==> src/rtl/lutbank_pkg.sv <==
// Shared types and constants for the LUT4 bank: config FSM states, truth-table widths
// and the select-field width helper.
package lutbank_pkg;

    localparam int unsigned TT_W  = 16;
    localparam int unsigned IDX_W = 4;
    localparam int unsigned CNT_W = 5;

    typedef enum logic [1:0] {
        IDLE   = 2'd0,
        SHIFT  = 2'd1,
        COMMIT = 2'd2
    } cfg_state_e;

    // Width of a field selecting one of n items; never narrower than one bit.
    function automatic int unsigned sel_w(input int unsigned n);
        return (n > 1) ? $clog2(n) : 1;
    endfunction

endpackage

==> src/rtl/lutbank_rr_arb.sv <==
// Combinational round-robin arbiter: grants the first valid requester at or after
// ptr+1 (mod NREQ). The pointer register lives in the parent.
module lutbank_rr_arb
    import lutbank_pkg::*;
#(
    parameter int unsigned NREQ = 4,
    localparam int unsigned ID_W = sel_w(NREQ)
) (
    input  logic [NREQ-1:0] req,
    input  logic [ID_W-1:0] ptr,
    output logic [NREQ-1:0] gnt,
    output logic [ID_W-1:0] id
);

    int unsigned cand;
    logic        found;

    always_comb begin
        gnt   = '0;
        id    = '0;
        found = 1'b0;
        cand  = 0;
        for (int unsigned k = 1; k <= NREQ; k++) begin
            cand = (32'(ptr) + k) % NREQ;
            if (!found && req[ID_W'(cand)]) begin
                found               = 1'b1;
                gnt[ID_W'(cand)]    = 1'b1;
                id                  = ID_W'(cand);
            end
        end
    end

endmodule

==> src/rtl/lutbank_arb.sv <==
// Run-time programmable LUT4 bank with bit-serial loading and a round-robin shared
// evaluator. Define LUTBANK_READBACK_EN to add the rb_sel/rb_data readback port.
module lutbank_arb
    import lutbank_pkg::*;
#(
    parameter int unsigned NREQ = 4,
    parameter int unsigned NLUT = 8,
    localparam int unsigned SEL_W = sel_w(NLUT),
    localparam int unsigned ID_W  = sel_w(NREQ)
) (
    input  logic                    clk,
    input  logic                    rst_n,
    input  logic                    cfg_valid,
    output logic                    cfg_ready,
    input  logic [SEL_W-1:0]        cfg_sel,
    input  logic                    cfg_bit,
    input  logic [NREQ-1:0]         req_valid,
    input  logic [NREQ*SEL_W-1:0]   req_sel,
    input  logic [NREQ*IDX_W-1:0]   req_idx,
    output logic [NREQ-1:0]         req_ready,
    output logic                    rsp_valid,
    output logic [ID_W-1:0]         rsp_id,
    output logic                    rsp_o
`ifdef LUTBANK_READBACK_EN
    ,
    input  logic [SEL_W-1:0]        rb_sel,
    output logic [TT_W-1:0]         rb_data
`endif
);

    cfg_state_e        state, state_nxt;
    logic [CNT_W-1:0]  cnt, cnt_nxt;
    logic [TT_W-1:0]   shadow, shadow_nxt;
    logic [SEL_W-1:0]  tgt, tgt_nxt;
    logic              commit;

    logic [TT_W-1:0]   tbl [NLUT];
    logic [ID_W-1:0]   ptr;
    logic [NREQ-1:0]   gnt;
    logic [ID_W-1:0]   gid;
    logic [SEL_W-1:0]  lk_sel;
    logic [IDX_W-1:0]  lk_idx;

    // Config state register; cfg_ready is registered from the next state.
    always_ff @(posedge clk or negedge rst_n) begin
        if (!rst_n) begin
            state     <= IDLE;
            cnt       <= '0;
            shadow    <= '0;
            tgt       <= '0;
            cfg_ready <= 1'b1;
        end else begin
            state     <= state_nxt;
            cnt       <= cnt_nxt;
            shadow    <= shadow_nxt;
            tgt       <= tgt_nxt;
            cfg_ready <= (state_nxt != COMMIT);
        end
    end

    always_comb begin
        state_nxt  = state;
        cnt_nxt    = cnt;
        shadow_nxt = shadow;
        tgt_nxt    = tgt;
        commit     = 1'b0;
        unique case (state)
            IDLE: begin
                if (cfg_valid) begin
                    tgt_nxt    = cfg_sel;
                    shadow_nxt = {shadow[TT_W-2:0], cfg_bit};
                    cnt_nxt    = CNT_W'(1);
                    state_nxt  = SHIFT;
                end
            end
            SHIFT: begin
                if (cfg_valid) begin
                    shadow_nxt = {shadow[TT_W-2:0], cfg_bit};
                    cnt_nxt    = cnt + CNT_W'(1);
                    if (cnt == CNT_W'(TT_W - 1)) state_nxt = COMMIT;
                end
            end
            COMMIT: begin
                commit    = 1'b1;
                cnt_nxt   = '0;
                state_nxt = IDLE;
            end
            default: state_nxt = IDLE;
        endcase
    end

    // Truth-table storage; a commit and a lookup in the same cycle see the old word.
    always_ff @(posedge clk or negedge rst_n) begin
        if (!rst_n) begin
            for (int i = 0; i < int'(NLUT); i++) tbl[i] <= '0;
        end else if (commit) begin
            tbl[tgt] <= shadow;
        end
    end

    lutbank_rr_arb #(.NREQ(NREQ)) u_arb (
        .req (req_valid),
        .ptr (ptr),
        .gnt (gnt),
        .id  (gid)
    );

    assign req_ready = gnt;
    assign lk_sel    = req_sel[32'(gid)*SEL_W +: SEL_W];
    assign lk_idx    = req_idx[32'(gid)*IDX_W +: IDX_W];

    // Evaluator: one granted lookup per cycle, result one cycle later.
    always_ff @(posedge clk or negedge rst_n) begin
        if (!rst_n) begin
            ptr       <= ID_W'(NREQ - 1);
            rsp_valid <= 1'b0;
            rsp_id    <= '0;
            rsp_o     <= 1'b0;
        end else begin
            rsp_valid <= |req_valid;
            if (|req_valid) begin
                ptr    <= gid;
                rsp_id <= gid;
                rsp_o  <= tbl[lk_sel][lk_idx];
            end
        end
    end

`ifdef LUTBANK_READBACK_EN
    always_ff @(posedge clk or negedge rst_n) begin
        if (!rst_n) rb_data <= '0;
        else        rb_data <= tbl[rb_sel];
    end
`endif

endmodule

==> config.mk <==
export PLATFORM = sky130hd
export DESIGN_NAME = lutbank_arb
export DESIGN_NICKNAME = d
export VERILOG_FILES = /design/src/rtl/lutbank_pkg.sv /design/src/rtl/lutbank_rr_arb.sv /design/src/rtl/lutbank_arb.sv
export SDC_FILE = /design/constraint.sdc
export NUM_CORES = 1
export LEC_CHECK = 0
export ABC_AREA = 0
export CAP_MARGIN = 20
export CORE_MARGIN = 2
export CORE_UTILIZATION = 54
export DETAILED_ROUTE_END_ITERATION = 8
export GPL_TIMING_DRIVEN = 0
export PLACE_DENSITY = 0.76
export REMOVE_ABC_BUFFERS = 1
export SLEW_MARGIN = 5
export SYNTH_ARGS = -nofsm -noshare
export SYNTH_HDL_FRONTEND = slang
export SYNTH_HIERARCHICAL = 1
export SYNTH_SLANG_ARGS = --single-unit
==> constraint.sdc <==
create_clock -name clk -period 3.87 [get_ports clk]
set_input_delay 0.9675 -clock clk [delete_from_list [all_inputs] [get_ports clk]]
set_output_delay 0.9675 -clock clk [all_outputs]
set_load 0.05 [all_outputs]
Word level (Yosys, flattened, before mapping)
Index checks and enable logic that the tools add are counted.

operators by class
  reductions and logical operators = 18
  shift-type cells = 2
  order comparisons = 12
  bitwise gates (word level) = 5
  add/subtract/negate cells = 5
  equality and inequality tests = 6
  muxes and demuxes = 43
  div/mod/pow operators = 0
  multipliers = 1

operators by type and width
  cell                   count
  $bwmux W128            1
  $bmux W16 S3           1
  $demux W16 S3          1
  $mux W16               3
  $mux W4                4
  $shiftx A16 B5 Y4      1
  $pmux W5 S3            1
  $mux W2                7
  $mux W1                13
  $lt A2 B3 Y1 const B   4
  $or A4 B4 Y4           3
  $shiftx A12 B5 Y3      1
  $mux W5                2
  $bmux W1 S2            4
  $demux W1 S2           4
  $ge A2 B1 Y1 const B   4
  $ge A4 B4 Y1 const B   2
  $logic_and A1 B1 Y1    8
  $not A3 Y4             2
  $ne A2 B2 Y1 const B   3
  $add A5 B1 Y5 const B  1
  $eq A5 B4 Y1 const B   1
  $lt A4 B5 Y1 const B   1
  $add A2 B1 Y2 const B  2
  14 further kinds       18

storage, ports and cells
  latch bits = 0
  bits of input ports = 39
  logic and storage cells = 109
  memories kept = 0
  register bits = 161
  bits in writable memories = 0
  memory bits (read-only) = 0

Logic depth before layout (Yosys ltp)
Gate-level depths: netlist of the first run.

  word-level depth = 21
  depth in mapped cells = 19

By module
Netlist of the first run, hierarchy kept.

by module, submodules not included
  module          cells an instance  times used  sequential area each (µm²)  area an instance (µm²)
  lutbank_arb     587                1           4032.6                      7743.7
  lutbank_rr_arb  68                 1           0.0                         545.5

Worst setup path after synthesis of the first run
Ideal clock, no wire load.

  kind = register to register
  from = register ptr[0]
  to = register rsp_o
  clock period less this slack = 3.954 ns
  slack = -0.084 ns
  setup time = 0.130 ns
  arrival = 3.824 ns
  stages on the path, launching flop included = 19
  cell sequence = dfstp_2 -> buf_4 -> inv_1 -> ha_1 -> buf_4 -> nor2b_1 -> a22oi_1 -> o211ai_1 -> a21oi_1 -> buf_6 -> mux4_2 -> buf_6 -> buf_12 -> mux2i_1 -> nand2_1 -> a41oi_1 -> or4b_1 -> a311oi_1 -> a211oi_1

on the way
  word-level cells in the longest chain between the ends = 21
  elaborated cells on any way between the ends = 34
  classes of those cells = 4 x add/sub; 1 x mul; 2 x shift; 20 x mux; 1 x bitwise; 6 x reduce/logical

ends and longest elaborated chain
  element                                       line                  RTL
  start: declaration                            lutbank_arb.sv:38     logic [ID_W-1:0] ptr;
  start signal: assignment                      lutbank_arb.sv:115    ptr <= ID_W'(NREQ - 1);
  start signal: assignment                      lutbank_arb.sv:122    ptr <= gid;
  $add A2 B1 Y2                                 lutbank_rr_arb.sv:24  cand = (32'(ptr) + k) % NREQ;
  $bmux W1 S2                                   lutbank_rr_arb.sv:25  if (!found && req[ID_W'(cand)]) begin
  $mux W1 (not written as such)                 lutbank_rr_arb.sv:25
  $mux W1                                       lutbank_rr_arb.sv:25
  $logic_not A1 Y1                              lutbank_rr_arb.sv:25
  $logic_and A1 B1 Y1                           lutbank_rr_arb.sv:25
  $mux W1                                       lutbank_rr_arb.sv:25
  $logic_not A1 Y1                              lutbank_rr_arb.sv:25
  [5 not listed]                                n/a
  named net gid[0]                              lutbank_arb.sv:40     logic [ID_W-1:0] gid;
  $mul A2 B2 Y4                                 lutbank_arb.sv:109    assign lk_sel = req_sel[32'(gid)*SEL_W +: SEL_W];
  $shiftx A12 B5 Y3                             lutbank_arb.sv:109
  $not A3 Y4 (not written as such)              lutbank_arb.sv:124    rsp_o <= tbl[lk_sel][lk_idx];
  $bmux W16 S3                                  lutbank_arb.sv:124
  $mux W16 (not written as such) (2 in series)  lutbank_arb.sv:124
  $bmux W1 S4 (*)                               lutbank_arb.sv:124
  $mux W1 (not written as such) (*)             lutbank_arb.sv:124
  end signal: assignment                        lutbank_arb.sv:124
  end: declaration                              lutbank_arb.sv:23     output logic rsp_o

The timed path passes the listed nets; every way through them passes the cells marked *. The select of a mux whose other input is x is not followed.
A chain may end at the register's enable or synchronous reset.

Final worst setup path of the first run
  from = input port req_valid[0]
  to = register rsp_o

on the way
  word-level cells in the longest chain between the ends = 20
  elaborated cells on any way between the ends = 31
  classes of those cells = 1 x mul; 2 x shift; 20 x mux; 1 x bitwise; 7 x reduce/logical

ends and longest elaborated chain
  element                                       line                  RTL
  start: declaration                            lutbank_arb.sv:17     input logic [NREQ-1:0] req_valid,
  $bmux W1 S2                                   lutbank_rr_arb.sv:25
  $mux W1 (not written as such)                 lutbank_rr_arb.sv:25
  $mux W1                                       lutbank_rr_arb.sv:25
  $logic_not A1 Y1                              lutbank_rr_arb.sv:25
  $logic_and A1 B1 Y1                           lutbank_rr_arb.sv:25
  $mux W1                                       lutbank_rr_arb.sv:25
  $logic_not A1 Y1                              lutbank_rr_arb.sv:25
  $logic_and A1 B1 Y1                           lutbank_rr_arb.sv:25
  [4 not listed]                                n/a
  named net gid[0]                              lutbank_arb.sv:40
  $mul A2 B2 Y4                                 lutbank_arb.sv:109
  $shiftx A12 B5 Y3                             lutbank_arb.sv:109
  $not A3 Y4 (not written as such)              lutbank_arb.sv:124
  $bmux W16 S3                                  lutbank_arb.sv:124
  $mux W16 (not written as such) (2 in series)  lutbank_arb.sv:124
  $bmux W1 S4 (*)                               lutbank_arb.sv:124
  $mux W1 (not written as such) (*)             lutbank_arb.sv:124

Marks and branches as above.

==> results of run 1 <==
==> area by class of cell <==
class	count	area, um^2
Inverter	12	52.6
Timing Repair Buffer	80	867
Clock inverter	6	57.6
Clock buffer	24	482
Sequential cell	161	4040
Multi-Input combinational cell	435	4130
Fill cell	1108	5230
Tap cell	188	235
==> cell usage after synthesis, types with 4 or more instances <==
cell type and count:
nand3_1 8, a211oi_1 9, buf_6 9, mux4_2 11, a2111oi_0 4, nor3_1 9, mux2i_1 52, o21ai_0 12
dfrtp_1 158, a221o_2 4, nor2b_1 13, mux2_2 154, buf_2 6, ha_1 13, nand4_1 5, a21oi_1 5
clkbuf_1 17, a311oi_1 4, nand2_1 61, a22oi_1 4, buf_1 15, nor2_1 9, buf_4 4, inv_1 12
==> through the flow <==
step | TNS, ns | setup WS [ns]
floorplan | -0.958 | -0.958
global placement | -689.56 | -4.29
detailed placement | -4.16 | -1.56
CTS | -0.119 | -0.119
global route | -0.339 | -0.339
finish | -0.230 | -0.230
==> kinds of logic after synthesis <==
group,share of synthesized area
buffers and inverters,0.0418
adders and majority gates,0.0196
muxes,0.311
and+or+nand+nor,0.0767
DFF,0.486
AOI/OAI and AO/OA,0.0640
==> critical path, delay by kind of cell <==
family,cells,cell delay (ns)
buffers and inverters,3,0.71
AND/OR/NAND/NOR,3,0.83
multiplexers,3,1.04
AO/OA/AOI/OAI,5,0.85
==> per-layer routing <==
| metal | wire length, um | part of all wire |
|---|---|---|
| met3 | 1220 | 0.058 |
| met5 | 0 | 0 |
| met1 | 8610 | 0.41 |
| met4 | 733 | 0.035 |
| met2 | 10300 | 0.49 |
==> flip-flops by register name, summed over array words and instances (netlist names) <==
signal	cells
cfg_ready	1
shadow	16
rsp_valid	1
state	2
rsp_o	1
tbl	128
rsp_id	2
tgt	3
cnt	5
ptr	2
==> timing repair <==
item | CTS | global route
resized for setup | 37 | 7
gates cloned | 6 | 0
buffers inserted | 17 | 0
pin swaps | 4 | 1
endpoints found under the setup margin | 5 | 5
==> power by group through the flow <==
stage / registers [mW] / logic, mW / clock network (mW)
finish: 2.15 / 3.24 / 1.55
global route: 2.19 / 3.41 / 1.64
CTS: 2.14 / 3.10 / 1.56
detailed placement: 2.19 / 2.51 / 0
global placement: 2.15 / 2.41 / 0
floorplan: 2.12 / 1.72 / 0
==> layout by cell type, fill, tap and decap left out, types with 3 or more instances in the layout <==
cell	synthesis	layout
clkdlybuf4s15_2	0	6
buf_6	9	3
buf_4	4	19
nand2_1	61	61
nor2_1	9	9
inv_1	12	9
a221oi_1	3	3
buf_8	0	7
ha_1	13	12
nor2b_1	13	13
buf_12	1	3
nor3_1	9	6
a21oi_1	5	4
nand3b_1	3	3
clkbuf_8	0	3
mux2i_1	52	52
clkinvlp_4	0	3
nand4_1	5	5
nor3b_2	0	3
o211ai_1	3	3
mux2_2	154	154
nand4b_1	3	3
mux4_1	3	3
clkbuf_1	17	4
clkbuf_16	0	17
mux4_2	11	15
o21ai_0	12	12
clkinv_2	0	4
a211oi_1	9	7
nand3_1	8	8
a221o_2	4	4
a22oi_1	4	4
clkdlybuf4s50_1	0	38
dfrtp_1	158	158
and2_1	3	3
==> worst min-delay path by stage <==
stage / end / cells after the start / from
floorplan: cnt[4] / 2 / cnt[4]
global placement: cnt[4] / 2 / cnt[4]
detailed placement: cnt[4] / 2 / cnt[4]
CTS: tbl[34] / 1 / rst_n
global route: tbl[50] / 1 / rst_n
finish: tbl[34] / 1 / rst_n
==> key figures, run 1 <==
Timing
  – RSZ-0062 raised after global routing: yes
  – Fmax: 244 MHz
  – Tmin final: a little over 4 ns
  – Count of pins over their slew limit: 0
  – Clock Skews: 0.00856 ns
  – Relative slew slack: 0.342
  – Crit share post-route: 1.06
  – Min Hold Slack: about 0.43 ns
  – Endpoints failing hold: 0
  – Worst-margin pin slew: slightly below 1 ns
  – Setup violators final: 1
  – Fin worst setup slack: -0.230 ns

Synth
  – Register bit total from synthesis: roughly 160
  – Sequential share of the synthesized area: 0.486
  – Area leader, netlist: dfrtp_1
  – Top_reg_cell synth: dfrtp_1
  – Dominant cells by area after synthesis: dfrtp_1 48%, mux2_2 21%, mux2i_1 6.3%, mux4_2 3.0%, nand2_1 2.8%
  – EDFF count, synth: 0
  – Asr flop ratio synth: 1.00
  – Synth Warn #: 6
  – Synthesized area: between 8000 and 9000 um^2
  – Cell variety after synth: between 50 and 60
  – Yosys top cell area share: 0.477
  – Syn Area/Cell: roughly 13 um^2
  – Mapped Cells: around 660

Global route
  – Total GRT Usage: 0.270
  – GRT Residual Overflow: 0
  – Number of global-route vias before repair: slightly above 6k
  – M3 GR Usage: 0.0518
  – GR Layer Usage met1: 0.340
  – Initial antenna violation count: 0
  – Maximum number of pins on one net before global-route repair: 117
  – GRT busiest layer: met2
  – Global-route wire length before repair: 33.3 mm
  – Met2 Use GR: 0.448

Routing
  – Vias/cell: approximately 6.4
  – Drt first-iter violations: roughly 430
  – Total wire length: about 21 mm
  – Routed WL per cell: 23.1 um
  – DR pass1 iterations: 5
  – DRC violations left: 0
  – DR vias: between 5k and 6k
  – Post-route ant nets: 0

Clocking
  – H-tree depth: 4
  – TritonCTS clock tree: done
  – Max Root-Sink Buffers: 2
  – CTS Sinks: about 160
  – Clk slew on worst S/H paths: 0.06 ns
  – Post-CTS Hold Buffers: 0
  – Clock root buffer: clkbuf_16
  – TritonCTS Buffers: 17
  – Clk Latency, worst-skew pair: 0.43 ns

Die
  – Die height: between 100 and 150 um
  – Chip width: 128 um
  – Site Rows: 45
  – Initial Utilization: 0.549
  – IO Count: 48
  – Die area: about 16000 um^2
  – Core Box Area: around 15000 um^2

Critical path
  – Worst path cell trace: dlygate4sd2_1 -> mux2_2 -> a22oi_1 -> o211ai_1 -> a21oi_4 -> buf_8 -> mux4_2 -> buf_12 -> mux2i_1 -> nand2_1 -> and4_1 -> or4b_4 -> a311oi_2 -> a211oi_1
  – Reg-to-reg endpoint: rsp_o
  – CP Launch Point: req_valid[0]
  – CP startpoint kind: input pin
  – CP Capture Point: rsp_o
  – Req. time, crit path: 4.17 ns
  – Crit Path Class: input pin to register
  – Worst R2R Start: ptr[0]
  – CP max FO: 17
  – Cells on worst reg2reg path: 15
  – CP max stage delay: roughly 0.57 ns
  – Crit end category: register
  – FF-to-FF setup slack: -0.23 ns
  – Slowest-stage cell, CP: mux4_2
  – Worst Path Arrival: 4.40 ns

Status
  – Failing checks: setup timing
  – Status: finished, violations left

Power and ir drop
  – VDD IR max: around 0.38 mV
  – Pwr/cell area: approximately 700 nW/um^2
  – Internal power: 4.14 mW
  – Lkg Pwr: approximately 4.7 nW
  – Final Power: about 7 mW
  – Comb pwr share: 0.467
  – Switching Fraction: 0.403
  – Flop pwr share: 0.310
  – Clock share of power: 0.223
  – Psw: ~2.8 mW

Run
  – Max Cap Violations: 0

Placed design
  – Hpwl dp: 12.5 mm
  – Placed cells: around 850
  – Number of I/O port buffers: 47
  – Gp weighted congestion: 0.803
  – DP Area: a little under 9000 um^2

Final layout
  – Ant diodes: 0
  – Post-route cell area: approximately 10000 um^2
  – Final core utilization: 0.654
  – Number of nets at the end of the flow: approximately 760
  – Fin cells: about 910
  – Layout cells sized above 1: 0.368
  – Layout Area Growth over Synthesis: 19.0%

Worst hold path
  – Worst Hold Class: input pin to async pin
Note: power is estimated with default switching activity, not from simulation.
==> run 2: changes to the inputs <==
--- a/config.mk
+++ b/config.mk
@@ -8,11 +8,12 @@
 export ABC_AREA = 0
 export CAP_MARGIN = 20
 export CORE_MARGIN = 2
-export CORE_UTILIZATION = 54
+export CORE_UTILIZATION = 50
 export DETAILED_ROUTE_END_ITERATION = 8
 export GPL_TIMING_DRIVEN = 0
-export PLACE_DENSITY = 0.76
+export PLACE_DENSITY = 0.71
 export REMOVE_ABC_BUFFERS = 1
+export SKIP_LAST_GASP = 1
 export SLEW_MARGIN = 5
 export SYNTH_ARGS = -nofsm -noshare
 export SYNTH_HDL_FRONTEND = slang
==> constraint.sdc (replaced) <==
create_clock -name clk -period 3.5 [get_ports clk]
set_input_delay 0.875 -clock clk [delete_from_list [all_inputs] [get_ports clk]]
set_output_delay 0.875 -clock clk [all_outputs]
set_load 0.05 [all_outputs]
==> key figures, run 2 (same netlist as run 1, synthesis figures left out) <==
Routing
  – Post-route ant nets: 0 (unchanged)
  – DR pass1 iterations: 5 (unchanged)
  – Total wire length: 21.7 mm (+4.1%)
  – Routed WL per cell: 22.6 um (-2.0%)
  – DR vias: 5892 (+1.1%)
  – DRC violations left: 0 (unchanged)
  – Vias/cell: 6.12 (-4.8%)
  – Drt first-iter violations: 465 (+8.4%)

Die
  – Chip width: 133 um (+3.8%)
  – Core Box Area: 16400 um^2 (+8.7%)
  – IO Count: 48 (unchanged)
  – Initial Utilization: 0.505 (-0.0441)
  – Die area: 17600 um^2 (+7.7%)
  – Die height: 133 um (+3.8%)
  – Site Rows: 47 (+4.4%)

Power and ir drop
  – Pwr/cell area: 822 nW/um^2 (+17%)
  – Comb pwr share: 0.478 (+0.011)
  – Final Power: 8.43 mW (+21%)
  – Clock share of power: 0.242 (+0.019)
  – Psw: 3.27 mW (+17%)
  – Flop pwr share: 0.281 (-0.029)
  – Lkg Pwr: 4.83 nW (+3.8%)
  – VDD IR max: 0.490 mV (+28%)
  – Internal power: 5.16 mW (+25%)
  – Switching Fraction: 0.388 (-0.0152)

Run
  – Max Cap Violations: 0 (unchanged)

Clocking
  – CTS Sinks: 161 (unchanged)
  – TritonCTS Buffers: 17 (unchanged)
  – H-tree depth: 4 (unchanged)
  – Clock root buffer: clkbuf_16
  – TritonCTS clock tree: done
  – Clk Latency, worst-skew pair: 0.43 ns (about the same)
  – Post-CTS Hold Buffers: 0 (unchanged)
  – Max Root-Sink Buffers: 2 (unchanged)
  – Clk slew on worst S/H paths: 0.06 ns (about the same)

Critical path
  – Buf+Inv Stages, Crit Path: 4 (+1)
  – Worst Path Arrival: 4.47 ns (+0.07 ns)
  – Crit Path Class: register to register
  – CP startpoint kind: register
  – Most used cell, CP: buf_6
  – CP max FO: 6 (-11)
  – Req. time, crit path: 3.85 ns (-0.32 ns)
  – CP max stage delay: 0.74 ns (+0.17 ns)
  – Slowest-stage cell, CP: mux4_4
  – Worst path cell trace: clkinvlp_4 -> ha_4 -> nor2b_4 -> a22oi_2 -> o211ai_1 -> a21oi_2 -> buf_4 -> buf_6 -> mux4_4 -> buf_6 -> nor2b_1 -> a211oi_1 -> a311o_1 -> a311oi_2 -> a311oi_4 -> a211oi_2
  – Delay-heaviest family, CP: compound AO/OA/AOI/OAI gates
  – Crit end category: register

Timing
  – Setup TNS: -1.03 ns (-0.801 ns)
  – Fmax: 242 MHz
  – Clock Skews: 0.00886 ns (+0.000304 ns)
  – Endpoints failing hold: 0 (unchanged)
  – Worst-margin pin slew: 1.02 ns (+0.0448 ns)
  – Crit share post-route: 1.18
  – Fin worst setup slack: -0.624 ns (-0.394 ns)
  – Relative slew slack: 0.315 (-0.0268)
  – Count of pins over their slew limit: 0 (unchanged)
  – RSZ-0062 raised after global routing: yes
  – Setup violators final: 5 (+4)
  – Tmin final: between 4 and 5 ns

Global route
  – Global-route wire length before repair: 33.5 mm (+0.77%)
  – Number of global-route vias before repair: 5910 (-4.8%)
  – Maximum number of pins on one net before global-route repair: 123 (+5.1%)
  – GRT Residual Overflow: 0 (unchanged)
  – Initial antenna violation count: 0 (unchanged)
  – Total GRT Usage: 0.250 (-0.0197)

Status
  – Status: finished, violations left
  – Failing checks: setup timing

Final layout
  – Ant diodes: 0 (unchanged)
  – Number of nets at the end of the flow: 781 (+2.9%)
  – Max reg flops: 128 (unchanged)
  – Fill cells: 1168 (+5.4%)
  – Commonest non-fill, non-tap cells in the layout: 158 x dfrtp_1, 154 x mux2_2, 60 x nand2_1
  – Top flop regs: tbl x128, shadow x16, cnt x5
  – Most flops, register: tbl
  – Layout cells sized above 1: 0.402 (+0.0339)
  – Most common cell after layout, fill and taps aside: dfrtp_1
  – Final core utilization: 0.625 (-0.0287)
  – Layout Area Growth over Synthesis: 23.7%

Placed design
  – Number of I/O port buffers: 47 (unchanged)
  – Gp weighted congestion: 0.799 (-0.57%)
  – Hpwl dp: 12.6 mm (+0.30%)

Worst hold path
  – Worst Hold Class: input pin to async pin
## run 2: cell types whose count changed in the layout (fill, tap and decap cells not counted), sizes merged
cell and change:
buf +26, bufinv +4, clkbuf -1, clkdlybuf4s15 -4, dlygate4sd2 -1
## run 2: worst paths after layout
check | from | end | slack (ns) | cells past startpoint
min in group clk | rsp_id[0] | rsp_id[0] | 0.49 | 2
hold reg to reg | rsp_id[0] | rsp_id[0] | 0.49 | 2
setup / recovery | ptr[0] | rsp_o | -0.62 | 16
setup reg to reg | ptr[0] | rsp_o | -0.62 | 16
hold / removal | rst_n | tbl[114] | 0.32 | 1
max in group asynchronous | rst_n | tbl[127] | 2.30 | 2
## run 2: what timing repair did
action	4_1_cts	5_1_grt
resized for setup	54	25
cloned	5	2
pin swaps	12	12
setup endpoints to repair	5	5
setup buffers	23	15
## run 2: area by class of cell
| class | count | area (um^2) | share of cell area |
|---|---|---|---|
| Multi-Input combinational cell | 435 | 4210 | 0.410 |
| Sequential cell | 161 | 4040 | 0.394 |
| Timing Repair Buffer | 102 | 1040 | 0.101 |
| Clock buffer | 22 | 464 | 0.0453 |
| Tap cell | 220 | 275 | 0.0268 |
| Clock inverter | 10 | 181 | 0.0177 |
| Inverter | 12 | 52.6 | 0.00513 |
## run 2: per-layer routing
| metal | vias up | share of wire | global-route usage |
|---|---|---|---|
| met2 | 241 | 0.48 | 0.401 |
| met4 | 0 | 0.030 | 0.106 |
| met3 | 50 | 0.064 | 0.0414 |
| met1 | 3027 | 0.43 | 0.339 |
| met5 | - | 0 | 0 |
| li1 | 2574 | - | - |
## run 2: power by group through the flow
stage	sequential, mW	combinational (mW)	clock [mW]
2_1_floorplan	2.34	1.90	0
3_3_place_gp	2.38	2.69	0
3_5_place_dp	2.42	2.77	0
4_1_cts	2.35	3.50	2.06
5_1_grt	2.40	4.22	2.13
6_report	2.36	4.03	2.04
## run 2: stage by stage
stage | instance area, um^2 | hold slack (ns) | cells | setup slack [ns]
final | 10300 | 0.323 | 962 | -0.624
after global routing | 10300 | 0.333 | 962 | -0.713
after CTS | 10000 | 0.316 | 945 | -0.484
after detailed placement | 8960 | 0.471 | 885 | -1.84
after global placement | 8730 | 0.459 | 870 | -4.51
after floorplan | 7990 | 0.449 | 603 | -1.33
## run 2: worst reg2reg max path, cell delays in order (launching register included)
cell and delay, ns:
dfstp_4 0.66, clkinvlp_4 0.12, ha_4 0.33, nor2b_4 0.06, a22oi_2 0.17, o211ai_1 0.13
a21oi_2 0.21, buf_4 0.15, buf_6 0.13, mux4_4 0.74, buf_6 0.18, nor2b_1 0.10
a211oi_1 0.06, a311o_1 0.36, a311oi_2 0.36, a311oi_4 0.08, a211oi_2 0.22
